==> src/rtl/led_display_package.sv <==
// Shared types for the HUB75 LED panel path: the pixel row layout, the row driver
// state encoding and the bit positions of the serial RGB lanes.
package led_display_package;

  localparam int PXL_COLS = 64;

  localparam int RGB_RED   = 0;
  localparam int RGB_GREEN = 1;
  localparam int RGB_BLUE  = 2;

  // Red occupies the most significant slice of a flattened row vector.
  typedef struct packed {
    logic [PXL_COLS-1:0] red;
    logic [PXL_COLS-1:0] green;
    logic [PXL_COLS-1:0] blue;
  } pxl_col_t;

  typedef enum logic [1:0] {
    IDLE,
    SHIFT,
    BLANK,
    LATCH
  } hub75_state_t;

  // Counter width for a count limit, never narrower than one bit.
  function automatic int cnt_w(input int limit);
    return (limit > 1) ? $clog2(limit) : 1;
  endfunction

endpackage

==> src/rtl/hub75_row_driver_bclk_gen.sv <==
// Panel shift clock generator: after a start strobe it runs NUM_COLS bclk periods of
// CLK_DIV low cycles then CLK_DIV high cycles, and strobes done as the last one falls.
module hub75_bclk_gen
  import led_display_package::*;
#(
  parameter  int CLK_DIV  = 2,
  parameter  int NUM_COLS = 64,
  localparam int CW       = cnt_w(NUM_COLS)
) (
  input  logic          clk,
  input  logic          n_reset,
  input  logic          start,
  output logic          bclk,
  output logic          rise,
  output logic          fall,
  output logic          done,
  output logic [CW-1:0] bit_cnt
);

  localparam int DW = cnt_w(CLK_DIV);

  logic          active;
  logic [DW-1:0] div_cnt;
  logic          phase_end;

  // Strobes announce what bclk does at the coming edge; fall excludes the final
  // period so the consumer loads a new bit only when one remains.
  assign phase_end = active && (div_cnt == DW'(CLK_DIV - 1));
  assign rise      = phase_end && !bclk;
  assign fall      = phase_end && bclk && (bit_cnt != CW'(NUM_COLS - 1));
  assign done      = phase_end && bclk && (bit_cnt == CW'(NUM_COLS - 1));

  always_ff @(posedge clk) begin
    // NOTE: non-blocking assignments so every register here sees pre-edge values.
    if (!n_reset) begin
      active  <= 1'b0;
      bclk    <= 1'b0;
      div_cnt <= '0;
      bit_cnt <= '0;
    end else if (start) begin
      active  <= 1'b1;
      bclk    <= 1'b0;
      div_cnt <= '0;
      bit_cnt <= '0;
    end else if (active) begin
      if (phase_end) begin
        div_cnt <= '0;
        bclk    <= !bclk;
        if (fall) bit_cnt <= bit_cnt + 1'b1;
        if (done) active  <= 1'b0;
      end else begin
        div_cnt <= div_cnt + 1'b1;
      end
    end
  end

endmodule

==> src/rtl/hub75_row_driver.sv <==
// HUB75 row driver: accepts one row-pair per handshake, shifts it out MSB column first,
// then blanks, latches and advances the scan address. Optional HUB75_TEST_PATTERN_EN
// adds test_en, which substitutes a column-index colour pattern for the upstream data.
module hub75_row_driver
  import led_display_package::*;
#(
  parameter  int NUM_COLS     = 64,
  parameter  int NUM_ROWS     = 32,
  parameter  int CLK_DIV      = 2,
  parameter  int BLANK_CYCLES = 4,
  parameter  int LATCH_CYCLES = 2,
  localparam int AW           = cnt_w(NUM_ROWS / 2),
  localparam int CW           = cnt_w(NUM_COLS)
) (
  input  logic                  clk,
  input  logic                  n_reset,
  input  logic                  row_valid,
  output logic                  row_ready,
  input  logic [3*NUM_COLS-1:0] row_top,
  input  logic [3*NUM_COLS-1:0] row_bot,
`ifdef HUB75_TEST_PATTERN_EN
  input  logic                  test_en,
`endif
  output logic [AW-1:0]         row_req_addr,
  output logic                  bclk,
  output logic [2:0]            rgb_top,
  output logic [2:0]            rgb_bot,
  output logic [AW-1:0]         addr,
  output logic                  oe,
  output logic                  le,
  output logic                  frame_done
);

  localparam int BW = cnt_w(BLANK_CYCLES);
  localparam int LW = cnt_w(LATCH_CYCLES);

  hub75_state_t          state;
  logic [3*NUM_COLS-1:0] sr_top, sr_bot;
  logic [3*NUM_COLS-1:0] cap_top, cap_bot;
  logic                  first_latch;
  logic [BW-1:0]         blank_cnt;
  logic [LW-1:0]         latch_cnt;
  logic                  accept;
  logic                  bclk_rise, bclk_fall, shift_done;
  logic [CW-1:0]         bit_cnt, next_col;

  function automatic logic [2:0] pixel(input logic [3*NUM_COLS-1:0] row,
                                       input logic [CW-1:0] col);
    logic [2:0] p;
    p[RGB_RED]   = row[2*NUM_COLS + col];
    p[RGB_GREEN] = row[NUM_COLS + col];
    p[RGB_BLUE]  = row[col];
    return p;
  endfunction

`ifdef HUB75_TEST_PATTERN_EN
  logic [3*NUM_COLS-1:0] pat_top;

  always_comb begin
    // NOTE: default first so no path through the loop can leave a bit unassigned.
    pat_top = '0;
    for (int c = 0; c < NUM_COLS; c++) begin
      pat_top[2*NUM_COLS + c] = c[0];
      pat_top[NUM_COLS + c]   = c[1];
      pat_top[c]              = c[2];
    end
  end

  assign accept  = row_ready && (row_valid || test_en);
  assign cap_top = test_en ? pat_top : row_top;
  assign cap_bot = test_en ? ~pat_top : row_bot;
`else
  assign accept  = row_ready && row_valid;
  assign cap_top = row_top;
  assign cap_bot = row_bot;
`endif

  // Column presented after the fall that ends bit bit_cnt.
  assign next_col = CW'(NUM_COLS - 2) - bit_cnt;

  hub75_bclk_gen #(
    .CLK_DIV  (CLK_DIV),
    .NUM_COLS (NUM_COLS)
  ) u_bclk_gen (
    .clk     (clk),
    .n_reset (n_reset),
    .start   (accept),
    .bclk    (bclk),
    .rise    (bclk_rise),
    .fall    (bclk_fall),
    .done    (shift_done),
    .bit_cnt (bit_cnt)
  );

  always_ff @(posedge clk) begin
    if (!n_reset) begin
      state        <= IDLE;
      row_ready    <= 1'b0;
      row_req_addr <= '0;
      addr         <= '0;
      rgb_top      <= '0;
      rgb_bot      <= '0;
      oe           <= 1'b1;
      le           <= 1'b0;
      frame_done   <= 1'b0;
      first_latch  <= 1'b0;
      // NOTE: row registers are cleared too, so a reset mid-row leaves no stale pixels.
      sr_top       <= '0;
      sr_bot       <= '0;
      blank_cnt    <= '0;
      latch_cnt    <= '0;
    end else begin
      frame_done <= 1'b0;
      case (state)
        IDLE: begin
          row_ready <= 1'b1;
          oe        <= !first_latch;
          if (accept) begin
            sr_top    <= cap_top;
            sr_bot    <= cap_bot;
            rgb_top   <= pixel(cap_top, CW'(NUM_COLS - 1));
            rgb_bot   <= pixel(cap_bot, CW'(NUM_COLS - 1));
            row_ready <= 1'b0;
            state     <= SHIFT;
          end
        end
        SHIFT: begin
          if (bclk_fall) begin
            rgb_top <= pixel(sr_top, next_col);
            rgb_bot <= pixel(sr_bot, next_col);
          end
          if (shift_done) begin
            rgb_top   <= '0;
            rgb_bot   <= '0;
            oe        <= 1'b1;
            blank_cnt <= '0;
            state     <= BLANK;
          end
        end
        BLANK: begin
          if (blank_cnt == BW'(BLANK_CYCLES - 1)) begin
            le        <= 1'b1;
            addr      <= row_req_addr;
            latch_cnt <= '0;
            state     <= LATCH;
          end else begin
            blank_cnt <= blank_cnt + 1'b1;
          end
        end
        LATCH: begin
          if (latch_cnt == LW'(LATCH_CYCLES - 1)) begin
            le          <= 1'b0;
            oe          <= 1'b0;
            first_latch <= 1'b1;
            row_ready   <= 1'b1;
            state       <= IDLE;
            if (row_req_addr == AW'(NUM_ROWS / 2 - 1)) begin
              row_req_addr <= '0;
              frame_done   <= 1'b1;
            end else begin
              row_req_addr <= row_req_addr + 1'b1;
            end
          end else begin
            latch_cnt <= latch_cnt + 1'b1;
          end
        end
        default: state <= IDLE;
      endcase
    end
  end

  // Panel samples data on bclk rising, so the lanes must hold across that edge.
  a_rgb_stable_on_rise: assert property (@(posedge clk) disable iff (!n_reset)
    bclk_rise |=> ($stable(rgb_top) && $stable(rgb_bot)));

endmodule
==> config.mk <==
export PLATFORM = sky130hd
export DESIGN_NAME = hub75_row_driver
export DESIGN_NICKNAME = d
export VERILOG_FILES = /design/src/rtl/led_display_package.sv /design/src/rtl/hub75_row_driver_bclk_gen.sv /design/src/rtl/hub75_row_driver.sv
export SDC_FILE = /design/constraint.sdc
export NUM_CORES = 1
export LEC_CHECK = 0
export CAP_MARGIN = 10
export CORE_ASPECT_RATIO = 0.8
export CORE_MARGIN = 4
export CORE_UTILIZATION = 54
export DETAILED_ROUTE_END_ITERATION = 7
export GPL_ROUTABILITY_DRIVEN = 0
export PLACE_DENSITY = 0.88
export SLEW_MARGIN = 20
export SYNTH_ARGS = -nofsm -noshare
export SYNTH_HDL_FRONTEND = slang
export SYNTH_SLANG_ARGS = --single-unit
==> constraint.sdc <==
create_clock -name clk -period 5 [get_ports clk]
set_clock_uncertainty 0.05 [all_clocks]
set_input_delay 0.5 -clock clk [delete_from_list [all_inputs] [get_ports clk]]
set_output_delay 0.5 -clock clk [all_outputs]
set_load 0.02 [all_outputs]
# Word level (Yosys, flattened, before mapping)
# Index checks and enable logic that the tools add are counted.
dict set report word_totals {
  ff_bits 417
  in_bits 387
  output_inout_bits 19
  word_cells 116
}
dict set report classes {
  n_addsub 8
  n_lt_le_gt_ge 3
  n_eq_ne 13
  mux 46
  bitwise_logic 1
  reduce_logical 27
}
# cell count
set ops {}
lappend ops {{1-bit binary-select mux with 8-bit select} 4}
lappend ops {{1-bit 2-to-1 mux} 19}
lappend ops {{3-bit 2-to-1 mux} 6}
lappend ops {{3-bit AND reduction} 6}
lappend ops {{1-bit binary-select mux with 6-bit select} 2}
lappend ops {{2-bit 2-to-1 mux} 6}
lappend ops {{3-bit one-hot mux with 2 select lines} 2}
lappend ops {{2-bit AND reduction} 6}
lappend ops {{2-bit != test, second input constant} 5}
lappend ops {{8-bit by 6-bit adder with 9-bit output, first input constant} 1}
lappend ops {{6-bit by 9-bit less-than comparator with 1-bit output, second input constant} 1}
lappend ops {{8-bit by 9-bit less-than comparator with 1-bit output, second input constant} 1}
lappend ops {{9-bit less-than comparator, second input constant} 1}
lappend ops {{7-bit by 6-bit adder with 8-bit output, first input constant} 1}
lappend ops {{2-bit one-hot mux with 4 select lines} 1}
lappend ops {{2-bit nonzero test} 4}
lappend ops {{6-bit by 1-bit adder with 6-bit output, second input constant} 1}
lappend ops {{2-bit == test, second input constant} 3}
lappend ops {{6-bit == test, second input constant} 1}
lappend ops {{6-bit != test, second input constant} 1}
lappend ops {{1-bit one-hot mux with 2 select lines} 3}
lappend ops {{6-bit subtractor, first input constant} 1}
lappend ops {{1-bit logical AND} 5}
lappend ops {{4-bit by 1-bit adder with 4-bit output, second input constant} 1}
lappend ops {{14 further kinds} 16}

# Depth between registers and ports, before layout
# Gate-level depths: netlist (run 1).
dict set report logic_depth {
  word_depth 7
  ltp_mapped 10
  depth_no_buf 8
}

# Hierarchy
# A second synthesis (run 1) with hierarchy kept.
dict set report hier_totals {
  cells_unflattened 2335
  area_unflattened_um2 18870.6
}
# mod n_inst cells_per_inst area_each_um2 seq_area_each_um2
set modules_own_cells {}
lappend modules_own_cells {hub75_row_driver 1 2287 18436.4 8167.8}
lappend modules_own_cells {hub75_bclk_gen 1 48 434.2 180.2}

# Worst setup path before layout (run 1)
# No wires, ideal clock.
dict set report synth_path {
  kind {reg2reg}
  from {register u_bclk_gen.bit_cnt[0]}
  to {register rgb_bot[1]}
  setup_ns 0.120
  arrival_ns 2.260
  t_required_ns 4.830
  setup_slack_ns 2.571
  stages_incl_launch_ff 10
  path_buffers 2
  synth_period_minus_slack_ns 2.429
  cell_sequence {dfxtp_1 ha_1 buf_4 xnor2_4 buf_6 mux4_1 mux2_2 o22ai_2 nor2_1 a211o_1}
}
dict set report synth_between {
  elab_chain_cells 7
  word_cells_on_any_way 13
  classes_between {add/sub (2); eq/ne (3); mux (5); reduce/logical (3)}
}
# item line
set synth_rtl {}
lappend synth_rtl {{start, declared} hub75_row_driver_bclk_gen.sv:17} ;# output logic [CW-1:0] bit_cnt
lappend synth_rtl {{start signal, assigned} hub75_row_driver_bclk_gen.sv:49} ;# if (fall) bit_cnt <= bit_cnt + 1'b1;
lappend synth_rtl {{6-bit subtractor} hub75_row_driver.sv:79} ;# assign next_col = CW'(NUM_COLS - 2) - bit_cnt;
lappend synth_rtl {{7-bit by 6-bit adder with 8-bit output} hub75_row_driver.sv:51} ;# p[RGB_GREEN] = row[NUM_COLS + col];
lappend synth_rtl {{1-bit binary-select mux with 8-bit select} hub75_row_driver.sv:51}
lappend synth_rtl {{1-bit 2-to-1 mux (implied by the code)} hub75_row_driver.sv:51}
lappend synth_rtl {{3-bit 2-to-1 mux} hub75_row_driver.sv:128} ;# if (bclk_fall) begin
lappend synth_rtl {{3-bit 2-to-1 mux} hub75_row_driver.sv:132} ;# if (shift_done) begin
lappend synth_rtl {{3-bit one-hot mux with 2 select lines} hub75_row_driver.sv:114} ;# case (state)
lappend synth_rtl {{end signal, assigned} hub75_row_driver.sv:122} ;# rgb_bot <= pixel(cap_bot, CW'(NUM_COLS - 1));
lappend synth_rtl {{end signal, assigned} hub75_row_driver.sv:130} ;# rgb_bot <= pixel(sr_bot, next_col);
lappend synth_rtl {{end, declared} hub75_row_driver.sv:27} ;# output logic [2:0] rgb_bot,
# Parallel ways exist; a longest one is shown, timed or not. The select of a mux whose other input is x is not followed.
# A chain may end at the register's enable or synchronous reset.

# Worst setup path in the final report (run 1)
dict set report layout_path {
  from {register u_bclk_gen.bit_cnt[0]}
  to {register rgb_bot[2]}
}
dict set report layout_between {
  elab_chain_cells 6
  word_cells_on_any_way 12
  classes_between {add/sub (1); eq/ne (3); mux (5); reduce/logical (3)}
}
# item line
set layout_rtl {}
lappend layout_rtl {{6-bit subtractor} hub75_row_driver.sv:79}
lappend layout_rtl {{1-bit binary-select mux with 6-bit select} hub75_row_driver.sv:52} ;# p[RGB_BLUE] = row[col];
lappend layout_rtl {{1-bit 2-to-1 mux (implied by the code)} hub75_row_driver.sv:52}
lappend layout_rtl {{3-bit 2-to-1 mux} hub75_row_driver.sv:128}
lappend layout_rtl {{3-bit 2-to-1 mux} hub75_row_driver.sv:132}
lappend layout_rtl {{3-bit one-hot mux with 2 select lines} hub75_row_driver.sv:114}
# Parallel ways exist; a longest one is shown, timed or not. The select of a mux whose other input is x is not followed.

==> impl_results.md, run 1 <==
* Final WS setup at 1.47 ns
* RSZ-0062 raised after global routing: false
* CTS clk-pin slew, worst paths at 0.07 ns
* Core area at 33900 µm²
* DR vias at 16721
* YS warnings at 0
* Post-synth top area share at 44.6%
* Setup tns final at 0 ns
* I/O pin count at 406
* Critical path type: reg -> reg
* Routed WL per cell at 19.7 µm
* Startpoint types: flip-flop
* Power density over the cells at 395 nW/µm²
* Cells after synthesis at 2122
* Status: complete, no violations
* Hold Slack at 0.410 ns
* Total CTS buffers at 42
* CP peak stage delay at 0.93 ns
* Final hold violations at 0
* Grt total ovfl at 0
* Buf/Inv on CP at 2
* Overall routing resource usage at 29.4%
* Setup violators final at 0
* Pre-CTS setup slack at 1.29 ns
* Placed inst area at 22900 µm²
* Post-DR vias/cell at 5.75
* Rows at 60
* Number of global-route vias before repair at 16960
* CTS tree: done
* Htree depth at 2
* Hold Crit Class: reg -> reg
* Drt total wl at 57.4 mm
* Final slew viol count at 0
* Cell area after layout at 24400 µm²
* P_leak at 8.28 nW
* FFs w/ async S/R, synth at 0%
* Most common cell in the netlist: nand2_1
* Initial core utilization at 55.2%
* CTS Buffer Depth at 3
* Die ar. at 37800 µm²
* Register area at 8350 µm²
* Slew @ Worst Pin at 1.10 ns
* Cell variety after synth at 41
* Slowest CP cell: dfxtp_4
* Total design power at 9.62 mW
* Area growth, synth to finish at 30.0%
* Diode count at 0
* Nets at 2806
* DRT iter0 DRCs at 1906
* Die H at 175 µm
* Yosys top cell by area: dfxtp_1
* Commonest cells post-synth: nand2_1, dfxtp_1, a21boi_0
* Syn Nets at 2516
* Synthesized area per cell at 8.83 µm²
* Max rail drop VDD at 355 µV
* Antenna viol nets, final at 0
* Clock Latency Late Sink at 0.55 ns
* Worst EP arrival at 3.88 ns
* CTS Hold Bufs at 0
* Peak Freq at 284 MHz
* Max transition margin at 26.2%
* DRC errors left at 0
* Largest net degree at the start of global routing at 211
* Chip Width at 216 µm
* Initial antenna violation count at 1
* Required @ worst endpoint at 5.35 ns
* Sequential fraction of the synthesis area at 44.6%
* Global-route wire length before repair at 90.0 mm
* Final worst-path cycle share at 70.5%
* Crit path capture type: flip-flop
* Synthesized area at 18700 µm²
* DP Wirelength at 40.0 mm
* Share of layout cells above drive strength 1 at 7.48%
* Worst Path Max Fanout at 44
* CTS root buf: clkbuf_16
* DR pass1 iterations at 6
* Primary FF master, synth: dfxtp_1
* Max cap viols at 0
* Filler cell count at 2421
* Critical path, cell by cell: ha_4 -> xnor2_4 -> buf_16 -> buf_4 -> mux4_1 -> mux2i_1 -> nor2_1 -> nor4_1 -> a311oi_1
* Register bit count reported by yosys at 417
* Top delay family on crit path: flip-flops
* Postcts setup bufs at 0
* Number of port buffers at 405
* Area contributors post-synth: dfxtp_1, nand2_1, a21boi_0, mux4_2, clkbuf_1
* Post-synth EDFFs at 0
* Resize count post-CTS at 0
* Reg2reg setup slack at 1.47 ns
* Clk sinks at 417
* Min Tclk post-route at 3.53 ns
* Multi-input gate area at 9730 µm²
==> layout make-up <==
cell class,instances,area share [%]
Clock buffer,65,5.34
Clock inverter,12,0.575
Inverter,6,0.0924
Multi-Input combinational cell,1526,39.9
Sequential cell,417,34.3
Tap cell,465,2.39
Timing Repair Buffer,419,17.4
==> per-layer routing <==
metal | global-route usage [%] | share of wire [%] | vias to the layer above
met3 | 6.14 | 8.2 | 140
met5 | 0 | 0.014 | -
met2 | 49.0 | 48 | 823
met4 | 10.7 | 3.6 | 2
li1 | - | - | 7739
met1 | 38.1 | 40 | 8017
==> path summary, 6_finish.rpt <==
check                        start         end  cells after the start
min reg2reg             sr_top[25]  sr_top[25]                      2
max reg2reg  u_bclk_gen.bit_cnt[0]  rgb_bot[2]                      9
max          u_bclk_gen.bit_cnt[0]  rgb_bot[2]                      9
min                     sr_top[25]  sr_top[25]                      2
==> where the power goes <==
group / internal [mW] / switching [mW] / total [mW]
Clock: 1.95 / 1.30 / 3.25
Combinational: 0.934 / 1.29 / 2.22
Sequential: 3.83 / 0.320 / 4.15
==> stage by stage <==
stage               utilization (%)  cells
detailed placement             67.5   2833
finish                         71.8   2910
global route                   71.8   2910
floorplan                         -   2122
CTS                            71.8   2910
global placement               67.4   2832
==> layout by cell type, fill, tap and decap left out, types with 10 or more instances in the layout <==
cell and n:
mux2i_1 22, clkdlybuf4s50_1 404, clkbuf_16 45, nor2_1 19
mux4_2 85, a21boi_0 390, nand3_1 18, mux4_1 11
a21oi_1 24, nand2_1 844, dfxtp_1 416, clkbuf_1 10
clkbuf_8 10, o21ai_0 21
==> sequential cells by signal, indices dropped and copies added (netlist names), 2 cells and up <==
name                flops
rgb_bot                 3
rgb_top                 3
sr_top                192
addr                    4
row_req_addr            4
sr_bot                192
blank_cnt               2
state                   2
u_bclk_gen.bit_cnt      6
==> worst register-to-register path: stages (launching register included) <==
cell      delay (ns)
dfxtp_4         0.93
ha_4            0.34
xnor2_4         0.32
buf_16          0.24
buf_4           0.28
mux4_1          0.59
mux2i_1         0.23
nor2_1          0.09
nor4_1          0.22
a311oi_1        0.10
==> cells by family (layout without fill, tap and decap cells) <==
kind of cell / Yosys count / after routing / share of synthesized area, %
and+or+nand+nor: 909 / 909 / 18.7
muxes: 124 / 124 / 13.3
AOI/OAI and AO/OA: 475 / 475 / 18.5
DFF: 417 / 417 / 44.6
adders and majority gates: 7 / 7 / 0.468
xor gates and xnor gates: 11 / 11 / 0.614
buffers and inverters: 179 / 502 / 3.83
Power figures use the tool's default switching activity.
==> inputs of run 2 (changes only) <==
--- a/config.mk
+++ b/config.mk
@@ -8,10 +8,10 @@
 export CAP_MARGIN = 10
 export CORE_ASPECT_RATIO = 0.8
 export CORE_MARGIN = 4
-export CORE_UTILIZATION = 54
+export CORE_UTILIZATION = 46
 export DETAILED_ROUTE_END_ITERATION = 7
 export GPL_ROUTABILITY_DRIVEN = 0
-export PLACE_DENSITY = 0.88
+export PLACE_DENSITY = 0.8
 export SLEW_MARGIN = 20
 export SYNTH_ARGS = -nofsm -noshare
 export SYNTH_HDL_FRONTEND = slang
==> constraint.sdc (replaced) <==
create_clock -name clk -period 2.8 [get_ports clk]
set_clock_uncertainty 0.05 [all_clocks]
set_input_delay 0.28 -clock clk [delete_from_list [all_inputs] [get_ports clk]]
set_output_delay 0.28 -clock clk [all_outputs]
set_load 0.02 [all_outputs]
==> run 2 against run 1 <==
Against the previous run: sequential power increased by 76%; fmax up 34%; cell count grew 3.4%; largest cell class unchanged; clock power grew 78%; critical endpoint unchanged; non-clock buffer count is 23 higher; global-route usage is 4.9 points lower; routed wire length decreased by 2.3%.
==> impl_results.md, run 2 (synthesis gave the netlist of run 1 again) <==
* Status: complete, no violations
* Global-route wire length before repair at 86.8 mm (-3.5%)
* Final core utilization at 62.1% (-9.7 points)
* Rows at 65 (+8.3%)
* Final WS setup at 0.174 ns (-1.30 ns)
* Antenna viol nets, final at 0 (unchanged)
* Resize count post-CTS at 0 (unchanged)
* Power density over the cells at 693 nW/µm² (+75%)
* Routed WL per cell at 18.6 µm (-5.6%)
* Reg-to-Reg End: rgb_bot[2]
* Htree depth at 2 (unchanged)
* Die H at 188 µm (+8.0%)
* Worst Path Max Fanout at 22 (-50%)
* Final hold violations at 0 (unchanged)
* Slew @ Worst Pin at 1.05 ns (-0.0535 ns)
* CTS Hold Bufs at 0 (unchanged)
* Final slew viol count at 0 (unchanged)
* Overall routing resource usage at 24.5% (-4.9 points)
* Die ar. at 44000 µm² (+17%)
* Number of global-route vias before repair at 16419 (-3.2%)
* Postcts setup bufs at 0 (unchanged)
* Max rail drop VDD at 534 µV (+51%)
* RSZ-0062 raised after global routing: false
* Peak Freq at 381 MHz (+34%)
* Area growth, synth to finish at 32.1%
* Critical path type: reg -> reg
* Share of layout cells above drive strength 1 at 8.66% (+1.2 points)
* Post-DR vias/cell at 5.42 (-5.7%)
* DRC errors left at 0 (unchanged)
* CTS tree: done
* CTS clk-pin slew, worst paths at 0.06 ns (about the same)
* DRT iter0 DRCs at 1287 (-32%)
* DP Wirelength at 39.8 mm (-0.64%)
* DR vias at 16310 (-2.5%)
* Hold Crit Class: in -> reg
* Post-route insts no fill at 3010 (+3.4%)
* Pre-CTS setup slack at 0.181 ns (-1.11 ns)
* Biggest regs: sr_bot (192), sr_top (192), u_bclk_gen.bit_cnt (6)
* Commonest non-fill, non-tap cells in the layout: nand2_1, dfxtp_1, clkdlybuf4s50_1, a21boi_0, mux4_2
* Core area at 39900 µm² (+17%)
* Worst EP arrival at 2.98 ns (-0.90 ns)
* Nets at 2830 (+0.86%)
* Crit path capture type: flip-flop
* Startpoint types: flip-flop
* Max transition margin at 30.0% (+3.8 points)
* Drt total wl at 56.0 mm (-2.3%)
* Worst r2r src: u_bclk_gen.bit_cnt[1]
* Max cap viols at 0 (unchanged)
* Setup violators final at 0 (unchanged)
* Largest net degree at the start of global routing at 213 (+0.95%)
* CTS Buffer Depth at 3 (unchanged)
* Min Tclk post-route at 2.63 ns (-0.900 ns)
* Clock Latency Late Sink at 0.56 ns (about the same)
* Number of port buffers at 405 (unchanged)
* Initial core utilization at 47.0% (-8.2 points)
* Final worst-path cycle share at 93.8% (+23 points)
* Clk sinks at 417 (unchanged)
* Initial antenna violation count at 5 (+4)
* Chip Width at 234 µm (+8.0%)
* Total CTS buffers at 43 (+2.4%)
* Commonest non-fill, non-tap cell in the layout: nand2_1
* Grt total ovfl at 0 (unchanged)
* DR pass1 iterations at 5 (-1)
* Required @ worst endpoint at 3.16 ns (-2.19 ns)
* Setup tns final at 0 ns (unchanged)
* Hold Path Sink: sr_bot[88]
* Reg2reg setup slack at 0.17 ns (-1.30 ns)
* Hold Path Cell Cnt at 2 (unchanged)
* HP Start: n_reset
* Placed cells at 2927 (+3.3%)
* P_leak at 8.45 nW (+2.0%)
* I/O pin count at 406 (unchanged)
* CTS root buf: clkbuf_16
* R2R depth at 9 (unchanged)
[run 2: worst max path at each step]
| stage | start | end | slack [ns] |
|---|---|---|---|
| 3_5_place_dp | u_bclk_gen.bit_cnt[1] | rgb_top[2] | 0.18 |
| 4_1_cts | u_bclk_gen.bit_cnt[1] | rgb_top[2] | 0.17 |
| 3_3_place_gp | u_bclk_gen.bit_cnt[0] | rgb_top[2] | 0.23 |
| 5_1_grt | u_bclk_gen.bit_cnt[1] | rgb_top[2] | 0.009 |
| 2_1_floorplan | u_bclk_gen.bit_cnt[0] | rgb_bot[1] | 0.37 |
| 6_report | u_bclk_gen.bit_cnt[1] | rgb_bot[2] | 0.17 |
[run 2: area by class of cell]
type                            count  area [µm²]
Clock inverter                     17         133
Tap cell                          536         671
Antenna cell                        3        7.51
Sequential cell                   417        8350
Clock buffer                       63        1300
Fill cell                        3273       15100
Multi-Input combinational cell   1526        9730
Timing Repair Buffer              442        4520
Inverter                            6        22.5
[run 2: per-layer routing]
metal  GRT usage [%]  routed length (µm)  vias to the layer above
met5               0                  17                        -
met4            7.40                1660                        4
met3            4.78                4150                      114
met2            41.1               26600                      558
met1            32.1               23600                     7824
li1                -                   -                     7810
[run 2: report_power, final]
| part | switching, mW | internal, mW | leakage [nW] | total (mW) |
|---|---|---|---|---|
| clock | 2.43 | 3.34 | 0.724 | 5.77 |
| sequential | 0.483 | 6.84 | 3.39 | 7.32 |
| combinational | 2.29 | 1.78 | 4.33 | 4.06 |
| total | 5.20 | 11.9 | 8.45 | 17.1 |
[run 2: per-stage QoR]
step | total power [mW] | hold slack (ns) | area (µm²)
2_1_floorplan | 9.81 | 0.375 | 18700
3_3_place_gp | 11.3 | 0.397 | 23300
3_5_place_dp | 11.5 | 0.403 | 23300
4_1_cts | 17.2 | 0.0497 | 24700
5_1_grt | 18.0 | 0.0846 | 24700
6_report | 17.1 | 0.0928 | 24700
[run 2: worst max-delay path, cell delays in order (launching register included)]
cell	delay (ns)
dfxtp_1	0.40
ha_4	0.24
xnor2_4	0.14
buf_12	0.21
buf_4	0.24
mux4_1	0.58
mux2i_2	0.24
nor2_1	0.08
nor4_1	0.20
a311oi_1	0.08
==> inputs of run 3 (changes only) <==
==> constraint.sdc (replaced) <==
create_clock -name clk -period 2.4 [get_ports clk]
set_clock_uncertainty 0.05 [all_clocks]
set_input_delay 0.24 -clock clk [delete_from_list [all_inputs] [get_ports clk]]
set_output_delay 0.24 -clock clk [all_outputs]
set_load 0.02 [all_outputs]
==> run 3 against run 2 <==
Against the previous run: the run now ends with setup timing left; critical path depth unchanged; first-iteration DRC count down 4.4%; via count up 1.2%; sequential share of layout area down 0.52 points; non-clock buffer count up 32; critical path type unchanged.
==> impl_results.md, run 3 (synthesis gave the netlist of run 1 again) <==
* Status: finished with violations
* Failing checks: setup timing
* Biggest regs: sr_bot (192), sr_top (192), u_bclk_gen.bit_cnt (6)
* RSZ-0062 raised after global routing: true
* CTS root buf: clkbuf_16
* CTS tree: done
* Power density over the cells at 809 nW/µm² (+17%)
* Filler cell count at 3220 (-1.6%)
* Buf/Inv on CP at 2 (unchanged)
* Die H at 188 µm (unchanged)
* Worst EP arrival at 2.83 ns (-0.15 ns)
* Drt total wl at 57.0 mm (+1.7%)
* Final hold violations at 0 (unchanged)
* Global-route wire length before repair at 87.2 mm (+0.45%)
* Clk sinks at 417 (unchanged)
* Initial core utilization at 47.0% (unchanged)
* CTS Hold Bufs at 0 (unchanged)
* Min Tclk post-route at 2.44 ns (-0.182 ns)
* Critical path, cell by cell: ha_4 -> xnor2_4 -> buf_6 -> buf_12 -> mux4_1 -> mux2_4 -> o22ai_2 -> nor2_1 -> a211o_1
* Required @ worst endpoint at 2.78 ns (-0.38 ns)
* Hold Crit Class: in -> reg
* Max rail drop VDD at 496 µV (-7.2%)
* Commonest non-fill, non-tap cell in the layout: nand2_1
* Post-route insts no fill at 3040 (+1.0%)
* Critical path type: reg -> reg
* Routed WL per cell at 18.7 µm (+0.65%)
* Htree depth at 2 (unchanged)
* Final core utilization at 63.1% (+0.98 points)
* Startpoint types: flip-flop
* Initial antenna violation count at 8 (+3)
* Slew @ Worst Pin at 0.740 ns (-0.310 ns)
* DR vias at 16503 (+1.2%)
* Setup violators final at 1 (+1)
* I/O pin count at 406 (unchanged)
* Slowest CP cell: mux4_1
* Die ar. at 44000 µm² (unchanged)
* DP Wirelength at 40.7 mm (+2.4%)
* Worst Path Max Fanout at 6 (-73%)
* Grt total ovfl at 0 (unchanged)
* Pre-CTS setup slack at -0.0659 ns (-0.247 ns)
* Max transition margin at 50.3% (+20 points)
* CP peak stage delay at 0.55 ns (-0.03 ns)
* Max cap viols at 0 (unchanged)
* CTS Buffer Depth at 3 (unchanged)
* Top delay family on crit path: multiplexers
* CTS clk-pin slew, worst paths at 0.06 ns (about the same)
* Crit path capture type: flip-flop
* P_leak at 8.58 nW (+1.6%)
* Peak Freq at 409 MHz (+7.5%)
* Share of layout cells above drive strength 1 at 10.4% (+1.7 points)
* DRC errors left at 0 (unchanged)
* Number of global-route vias before repair at 16634 (+1.3%)
* Placed cells at 2944 (+0.58%)
* DRT iter0 DRCs at 1230 (-4.4%)
* Antenna viol nets, final at 0 (unchanged)
* Rows at 65 (unchanged)
* Number of port buffers at 405 (unchanged)
* Chip Width at 234 µm (unchanged)
* Post-DR vias/cell at 5.43 (+0.18%)
* Clock Latency Late Sink at 0.55 ns (about the same)
* Overall routing resource usage at 24.6% (+0.15 points)
* Commonest non-fill, non-tap cells in the layout: nand2_1, dfxtp_1, clkdlybuf4s50_1, a21boi_0, mux4_2
* Final worst-path cycle share at 102% (+8.0 points)
* Final slew viol count at 0 (unchanged)
* Nets at 2862 (+1.1%)
* DR pass1 iterations at 8 (+3)
* Area growth, synth to finish at 34.2%
* Total CTS buffers at 43 (unchanged)
* Largest net degree at the start of global routing at 153 (-28%)
* Setup tns final at -0.0439 ns (-0.0439 ns)
* Core area at 39900 µm² (unchanged)
* Final WS setup at -0.0439 ns (-0.218 ns)
-- run 3: cell types whose count changed in the layout (fill, tap and decap cells not counted), sizes merged --
cell,delta
clkinv,-3
inv,-2
buf,+31
clkinvlp,+1
bufinv,+3
-- run 3: metrics by stage --
stage	hold WS [ns]	cell area, µm²	total power, mW
finish	0.0525	25100	20.3
global route	0.0729	25100	21.3
CTS	0.0534	25000	20.4
detailed placement	0.403	23400	13.5
global placement	0.395	23400	13.3
floorplan	0.335	18700	11.4
-- run 3: power by group --
part           leakage (nW)  internal [mW]  total [mW]  switching, mW
sequential             3.39           7.98        8.59          0.613
clock                 0.729           4.14        6.91           2.77
combinational          4.46           2.11        4.84           2.73
-- run 3: per-layer routing --
layer,wire (µm),GRT usage [%],vias up
li1,-,-,7858
met1,23800,32.3,7882
met5,62,0,-
met4,1700,8.11,10
met2,26900,40.6,630
met3,4500,5.38,123
-- run 3: area by class of cell --
type	instances	area [µm²]	share of cell area, %
Multi-Input combinational cell	1526	9750	38.8
Clock inverter	16	190	0.757
Timing Repair Buffer	474	4860	19.3
Inverter	6	22.5	0.0896
Sequential cell	417	8350	33.2
Antenna cell	3	7.51	0.0299
Tap cell	536	671	2.67
Clock buffer	62	1280	5.09
-- run 3: final timing paths --
check,cells past startpoint,slack (ns),from,to
setup / recovery,9,-0.04,u_bclk_gen.bit_cnt[0],rgb_bot[1]
hold / removal,2,0.05,n_reset,sr_bot[94]
setup reg to reg,9,-0.04,u_bclk_gen.bit_cnt[0],rgb_bot[1]
hold reg to reg,2,0.41,sr_top[37],sr_top[37]
-- run 3: timing repair --
| action | 4_1_cts | 5_1_grt |
|---|---|---|
| gates resized for setup | 10 | 22 |
| hold endpoints to repair | 0 | 0 |
| pin swaps | 2 | 14 |
| endpoints found under the setup margin | 3 | 6 |
| setup buffers | 2 | 13 |
| gates cloned | 1 | 1 |
-- run 3: worst register-to-register path, stage by stage, from the launching register on --
cell	delay, ns
dfxtp_4	0.35
ha_4	0.17
xnor2_4	0.21
buf_6	0.15
buf_12	0.13
mux4_1	0.55
mux2_4	0.29
o22ai_2	0.15
nor2_1	0.06
a211o_1	0.25
